### config.mk
export PLATFORM = sky130hd
export DESIGN_NAME = cond_unit
export DESIGN_NICKNAME = d
export VERILOG_FILES = /design/src/rtl/cond_unit.sv
export SDC_FILE = /design/constraint.sdc
export NUM_CORES = 1
export LEC_CHECK = 0
export ABC_AREA = 1
export CAP_MARGIN = 20
export CELL_PAD_IN_SITES_DETAIL_PLACEMENT = 0
export CELL_PAD_IN_SITES_GLOBAL_PLACEMENT = 1
export CORE_ASPECT_RATIO = 2
export CORE_MARGIN = 2
export CORE_UTILIZATION = 30
export CTS_CLUSTER_DIAMETER = 50
export DETAILED_ROUTE_END_ITERATION = 7
export GPL_TIMING_DRIVEN = 1
export PLACE_DENSITY = 0.65
export SLEW_MARGIN = 20
export SYNTH_ARGS = -nofsm -noshare
export SYNTH_HDL_FRONTEND = slang
export SYNTH_SLANG_ARGS = --single-unit
### constraint.sdc
create_clock -name clk -period 2.6 [get_ports clk]
set_input_delay 0.26 -clock clk [delete_from_list [all_inputs] [get_ports clk]]
set_output_delay 0.26 -clock clk [all_outputs]
set_load 0.01 [all_outputs]
### src/rtl/cond_unit.sv
// Conditional-execution stage for the multicycle ARMv4 core: holds NZCV,
// evaluates the condition field, gates write enables and counts executed/squashed instructions.
module cond_unit #(
   parameter int unsigned CNT_W = 16
) (
   input  logic             clk,
   input  logic             reset,
   input  logic [3:0]       Cond,
   input  logic [3:0]       ALUFlags,
   input  logic [1:0]       FlagW,
   input  logic             PCS,
   input  logic             NextPC,
   input  logic             RegW,
   input  logic             MemW,
   input  logic             IRWrite,
   output logic             PCWrite,
   output logic             RegWrite,
   output logic             MemWrite,
   output logic [3:0]       Flags,
   output logic             CondExDelayed,
   output logic [CNT_W-1:0] ExecCnt,
   output logic [CNT_W-1:0] SquashCnt
);

   localparam logic [CNT_W-1:0] CNT_MAX = {CNT_W{1'b1}};

   logic dec_cycle;
   logic cond_ex;
   logic flag_n, flag_z, flag_c, flag_v;

   assign {flag_n, flag_z, flag_c, flag_v} = Flags;

   // Condition evaluation always uses the stored flags, never the live ALU flags.
   always_comb begin
      cond_ex = 1'b0;
      case (Cond)
         4'b0000: cond_ex = flag_z;
         4'b0001: cond_ex = ~flag_z;
         4'b0010: cond_ex = flag_c;
         4'b0011: cond_ex = ~flag_c;
         4'b0100: cond_ex = flag_n;
         4'b0101: cond_ex = ~flag_n;
         4'b0110: cond_ex = flag_v;
         4'b0111: cond_ex = ~flag_v;
         4'b1000: cond_ex = flag_c & ~flag_z;
         4'b1001: cond_ex = ~flag_c | flag_z;
         4'b1010: cond_ex = (flag_n == flag_v);
         4'b1011: cond_ex = (flag_n != flag_v);
         4'b1100: cond_ex = ~flag_z & (flag_n == flag_v);
         4'b1101: cond_ex = flag_z | (flag_n != flag_v);
         4'b1110: cond_ex = 1'b1;
         default: cond_ex = 1'b0;
      endcase
   end

   // Decode-cycle marker and the per-instruction condition latch.
   always_ff @(posedge clk or negedge reset) begin
      if (!reset) begin
         dec_cycle     <= 1'b0;
         CondExDelayed <= 1'b0;
      end else begin
         dec_cycle <= IRWrite;
         if (dec_cycle) begin
            CondExDelayed <= cond_ex;
         end
      end
   end

   // Saturating executed / squashed counters, stepped once per decoded instruction.
   always_ff @(posedge clk or negedge reset) begin
      if (!reset) begin
         ExecCnt   <= '0;
         SquashCnt <= '0;
      end else if (dec_cycle) begin
         if (cond_ex) begin
            if (ExecCnt != CNT_MAX) begin
               ExecCnt <= ExecCnt + CNT_W'(1);
            end
         end else if (SquashCnt != CNT_MAX) begin
            SquashCnt <= SquashCnt + CNT_W'(1);
         end
      end
   end

   // N,Z and C,V halves update independently, only for instructions that passed.
   always_ff @(posedge clk or negedge reset) begin
      if (!reset) begin
         Flags <= 4'b0000;
      end else begin
         if (FlagW[1] && CondExDelayed) begin
            Flags[3:2] <= ALUFlags[3:2];
         end
         if (FlagW[0] && CondExDelayed) begin
            Flags[1:0] <= ALUFlags[1:0];
         end
      end
   end

   assign PCWrite  = NextPC | (PCS & CondExDelayed);
   assign RegWrite = RegW & CondExDelayed;
   assign MemWrite = MemW & CondExDelayed;

endmodule

## Yosys cells after proc, flatten, opt, wreduce, memory -nomap -nowiden

Index checks and enable logic that the tools add are counted.

| word-level totals | value |
|---|---|
| register bits | 38 |
| latch bits | 0 |
| bits in writable memories | 0 |
| bits in read-only memories | 0 |
| bits of input ports | 17 |
| output and inout port bits | 40 |
| word-level logic and storage cells | 45 |
| memories | 0 |

| cells by class | value |
|---|---|
| add/sub/neg operators | 2 |
| $mul | 0 |
| div/mod/pow operators | 0 |
| magnitude comparators | 0 |
| equality and inequality tests | 18 |
| shift-type cells | 0 |
| mux-type cells | 1 |
| bitwise logic cells | 13 |
| reductions and logical operators | 5 |

Operators by type and width:

| kind | number |
|---|---|
| $add 16x1->16 const B | 2 |
| $ne 16x16->1 const B | 2 |
| $eq 4x4->1 const B | 7 |
| $eq 4x3->1 const B | 4 |
| $pmux 1 s15 | 1 |
| $eq 4x2->1 const B | 2 |
| $reduce_and 3->1 | 2 |
| $and 1x1->1 | 5 |
| $not 1->1 | 5 |
| $eq 4x1->1 const B | 1 |
| $logic_not 4->1 | 1 |
| $or 1x1->1 | 3 |
| $logic_and 1x1->1 | 2 |
| $eq 1x1->1 | 1 |
| $ne 1x1->1 | 1 |

## Logic depth before layout (Yosys ltp)

| depth | value |
|---|---|
| word-level depth | 5 |
| gate-level depth with buffers | 13 |
| mapped depth without buffers | 12 |

## Worst setup path after synthesis

Ideal clock, no wire load.

| timing path | value |
|---|---|
| path type | register -> register |
| start point | reg SquashCnt[0] |
| end point | reg SquashCnt[12] |
| library setup time | 119 ps |
| data arrival time | 1481 ps |
| data required time | 2481 ps |
| path slack | 1000 ps |
| stages on the path, launching flop included | 8 |
| path buffers | 1 |
| period minus slack after synthesis | 1600 ps |
| cells stage by stage | dfrtp_1 > ha_1 > nand2_1 > nor3_4 > nand4_4 > clkbuf_1 > nand4_1 > nand2_1 |

| between the ends | value |
|---|---|
| longest elaborated chain between the ends | 2 |
| elaborated cells between the ends (all ways) | 3 |
| those cells by class | 1 x add/sub; 1 x eq/ne; 1 x reduce/logical |

Ends and longest elaborated chain:

| item | line | source |
|---|---|---|
| start: declaration | 22 | `output logic [CNT_W-1:0] SquashCnt` |
| start signal: assignment | 80 | `SquashCnt <= SquashCnt + CNT_W'(1);` |
| branches (longest 2 deep; another with $add 16x1->16) | -- |  |

Parallel ways; which one is timed is not known.
A chain may end at the register's enable or synchronous reset.

## Worst setup path in the final report

| timing path | value |
|---|---|
| start point | in Cond[0] |
| end point | reg ExecCnt[1] |

| between the ends | value |
|---|---|
| longest elaborated chain between the ends | 3 |
| elaborated cells between the ends (all ways) | 17 |
| those cells by class | 14 x eq/ne; 1 x mux; 2 x reduce/logical |

Ends and longest elaborated chain:

| item | line | source |
|---|---|---|
| start: declaration | 8 | `input logic [3:0] Cond,` |
| $eq 4x4->1 (tied with other cells) | 36 | `case (Cond)` |
| $pmux 1 s15 (*) | 36 |  |
| $reduce_and 3->1 (no line) (*) | -- |  |
| end signal: assignment | 77 | `ExecCnt <= ExecCnt + CNT_W'(1);` |
| end: declaration | 21 | `output logic [CNT_W-1:0] ExecCnt,` |

Mark *: on every way between the ends. The rest lies on a longest branch, timed or not.

==> flow_metrics.tcl <==
set metrics [dict create \
    synth.yosys.warnings 0 \
    min_path_type "primary input to asynchronous set/reset pin" \
    drt_wl_total_um 7300 \
    die_width_um 69.8 \
    post_synthesis_cell_area_um2 2600 \
    top_area_cell_type_share_of_the_netlist_area 0.366 \
    cts_setup_buffers 0 \
    die_area_um2 9470 \
    half_perimeter_wire_length_of_the_detailed_placement_result_um 5410 \
    cts_tree "built" \
    initial_core_util 0.305 \
    setup_viol 0 \
    synth_seq_area_share 0.366 \
    met3RoutedLength_um 255 \
    detailedRoute.firstPassIterationCount 4 \
    most_frequent_standard_cell_in_the_layout_excluding_fill_and_tap_cells "sky130_fd_sc_hd__nand2_1" \
    netlist_instances 348 \
    viasPerCell 4.91 \
    cp_max_fo 19 \
    drc 0 \
    floorplan.io_pins 57 \
    cts-htree-levels 2 \
    synth_cell_type_count 27 \
    proportion_of_layout_cells_with_a_drive_suffix_above_1 0.0995 \
    cts_max_path_buffers 2 \
    drv_cap 0 \
    largest_net_degree_at_the_start_of_global_routing 39 \
    met2RoutedLength_um 4110 \
    post-route-min-period_ns 1.95 \
    finalSetupTns_ns 0 \
    first_pass_grt_wire_length_um 12400 \
    clk_pin_slew_ns 0.06 \
    drv_slew 0 \
    worstPathBufferInverterCount 1 \
    cp_slowest_stage_delay_ns 0.70 \
    grtUsageTotal 0.165 \
    portBuffers 56 \
    fin_skew_ns 0.00606 \
    cts_buffers 5 \
    wirelength_met1_um 2810 \
    netlist.top_cell.by_area "sky130_fd_sc_hd__dfrtp_1" \
    cts_root_buf "sky130_fd_sc_hd__clkbuf_16" \
    synth_area_per_cell_um2 7.47 \
    routed.top_layer "met4" \
    worst_path_dominant_cell_family "simple AND/OR/NAND/NOR gates" \
    clock.fmax_mhz 512 \
    diodes 0 \
    worstSetupEndpointType "flop" \
    multi_input_area_um2 1470 \
    timing.max_slew.rel_slack 0.401 \
    flow.area_growth_from_synthesis_pct 29.9 \
    synth-seq-cells 38 \
    clock-sinks 38 \
    ff_latch_area_um2 951 \
    status "finished clean" \
    first_global_vias 2510 \
    drtAntennaViolNets 0 \
    path_class "primary input to flop" \
    vias 2463 \
    grt_antenna_before_repair 0 \
    pwr_density_cell_nw_per_um2 642 \
    number_of_nets_at_the_end_of_the_flow 420 \
    start_kind "primary input" \
    ys_top_cells_by_area "sky130_fd_sc_hd__dfrtp_1 (37%), sky130_fd_sc_hd__nand2_1 (16%), sky130_fd_sc_hd__nand4_1 (8.4%)" \
    commonest_cells_after_routing_fill_and_taps_aside "sky130_fd_sc_hd__nand2_1 (109), sky130_fd_sc_hd__clkdlybuf4s50_1 (55), sky130_fd_sc_hd__dfrtp_1 (38), sky130_fd_sc_hd__nor2_1 (38), sky130_fd_sc_hd__nand4_1 (35)" \
    critical_path_required_ns 2.82 \
    core_area_um2 8530 \
    power.leakage_nw 1.59 \
    hold_viol 0 \
    post-route-util 0.396 \
    mappedNetlistNets 367 \
    critPathMostFrequentCell "sky130_fd_sc_hd__nand2_1" \
    number_of_hold_repair_buffers_added_at_the_cts_stage 0 \
    cp_data_arrival_time_ns 2.17 \
    core.rowCount 48 \
    chipHeight_um 136 \
    finalWeightedCongestion 0.847 \
    worst_path_max_delay_cell "sky130_fd_sc_hd__clkdlybuf4s50_1" \
    drt_iter0_drc 128 \
    final_min_period_over_clock_period 0.751 \
    wire_per_inst_um 14.5 \
    crit_path_cell_chain "clkdlybuf4s50_1 > nor2_2 > nand3_1 > nand2_2 > nor3_4 > nand2_4 > nand3_4 > nand2_1 > nand2_1" \
    post_cts.resized_instances 0 \
    grt_setup_unrepaired "false" \
    nFillCells 925 \
    globalRouteOverflowTotal 0 \
    ir_worst_vdd_v 0.000420 \
    worstSkewPairLatency_ns 0.29 \
    worst-slew-pin-transition_ns 0.898 \
]
[path summary, 6_finish.rpt]
kind	start	slack, ns	cells past startpoint	end
max	Cond[0]	0.65	9	ExecCnt[1]$_DFFE_PN0P_
min	reset	0.1	1	ExecCnt[15]$_DFFE_PN0P_
max reg2reg	SquashCnt[0]$_DFFE_PN0P_	0.71	7	SquashCnt[7]$_DFFE_PN0P_
min reg2reg	ExecCnt[15]$_DFFE_PN0P_	0.53	2	ExecCnt[15]$_DFFE_PN0P_
max in group asynchronous	reset	1.93	1	ExecCnt[4]$_DFFE_PN0P_
min in group clk	IRWrite	0.42	1	dec_cycle$_DFF_PN0_
[sequential cells by signal, indices dropped and copies added, names as in the netlist]
register	flops
ExecCnt	16
dec_cycle	1
CondExDelayed	1
Flags	4
SquashCnt	16
[Yosys cell counts]
cell / instances
sky130_fd_sc_hd__nand2_2: 16
sky130_fd_sc_hd__buf_12: 1
sky130_fd_sc_hd__xnor2_1: 10
sky130_fd_sc_hd__buf_6: 1
sky130_fd_sc_hd__inv_1: 27
sky130_fd_sc_hd__inv_2: 1
sky130_fd_sc_hd__nand3_1: 22
sky130_fd_sc_hd__nand4_1: 35
sky130_fd_sc_hd__dfrtp_1: 38
sky130_fd_sc_hd__nand2_1: 109
sky130_fd_sc_hd__a21oi_2: 1
sky130_fd_sc_hd__nor2_4: 3
sky130_fd_sc_hd__nor3_1: 4
sky130_fd_sc_hd__nand2_4: 1
sky130_fd_sc_hd__xor2_1: 14
sky130_fd_sc_hd__nor3_4: 2
sky130_fd_sc_hd__buf_4: 3
sky130_fd_sc_hd__nor2_2: 1
sky130_fd_sc_hd__a21oi_1: 6
sky130_fd_sc_hd__nand4_4: 3
sky130_fd_sc_hd__nor2_1: 38
sky130_fd_sc_hd__clkbuf_1: 6
sky130_fd_sc_hd__nand3_4: 1
sky130_fd_sc_hd__a21boi_2: 1
sky130_fd_sc_hd__a21o_1: 1
sky130_fd_sc_hd__ha_1: 2
sky130_fd_sc_hd__nand3b_1: 1
[per-layer routing]
layer	up-vias	global-route usage
met4	0	0.0598
met5	-	0
met3	8	0.0253
met1	1163	0.179
met2	52	0.318
li1	1240	-
[power by group]
part / total, W / leakage [nW] / switching (W) / internal, W
sequential: 0.000801 / 0.504 / 0.000125 / 0.000676
combinational: 0.000658 / 1.00 / 0.000354 / 0.000304
clock: 0.000708 / 0.0836 / 0.000259 / 0.000450
total: 0.00217 / 1.59 / 0.000738 / 0.00143
[kinds of logic (layout without fill, tap and decap cells)]
group / after synthesis / count (layout) / share of synthesized area
buffers and inverters: 39 / 93 / 0.0698
and+or+nand+nor: 236 / 236 / 0.452
DFF: 38 / 38 / 0.366
adders and majority gates: 2 / 2 / 0.00963
xor gates and xnor gates: 24 / 24 / 0.0809
AOI/OAI and AO/OA: 9 / 9 / 0.0221
[per-stage QoR]
step / hold slack, ns / instance area (um2) / total power, W / setup WS (ns) / instances
final: 0.0989 / 3380 / 0.00217 / 0.648 / 502
after global routing: 0.173 / 3380 / 0.00231 / 0.453 / 502
after global placement: 0.454 / 3210 / 0.00148 / 0.315 / 494
after detailed placement: 0.454 / 3210 / 0.00148 / 0.343 / 494
after CTS: 0.144 / 3380 / 0.00220 / 0.617 / 502
after floorplan: -0.0356 / 2600 / 0.00118 / 1.00 / 348
[worst reg2reg max path: cells and delay by family (launching register included)]
kind | cells | cell delay (ns)
adder cells (fa/ha/maj) | 1 | 0.21
flip-flops | 1 | 0.42
AND/OR/NAND/NOR | 6 | 1.19
[area by class of cell]
class | instances | area share
clock buffers | 5 | 0.0371
clock inverters | 3 | 0.0119
inverters | 28 | 0.0311
multi-input cells | 271 | 0.434
flip-flops and latches | 38 | 0.282
well taps | 100 | 0.0371
repair buffers | 57 | 0.167
Power figures use the tool's default switching activity.
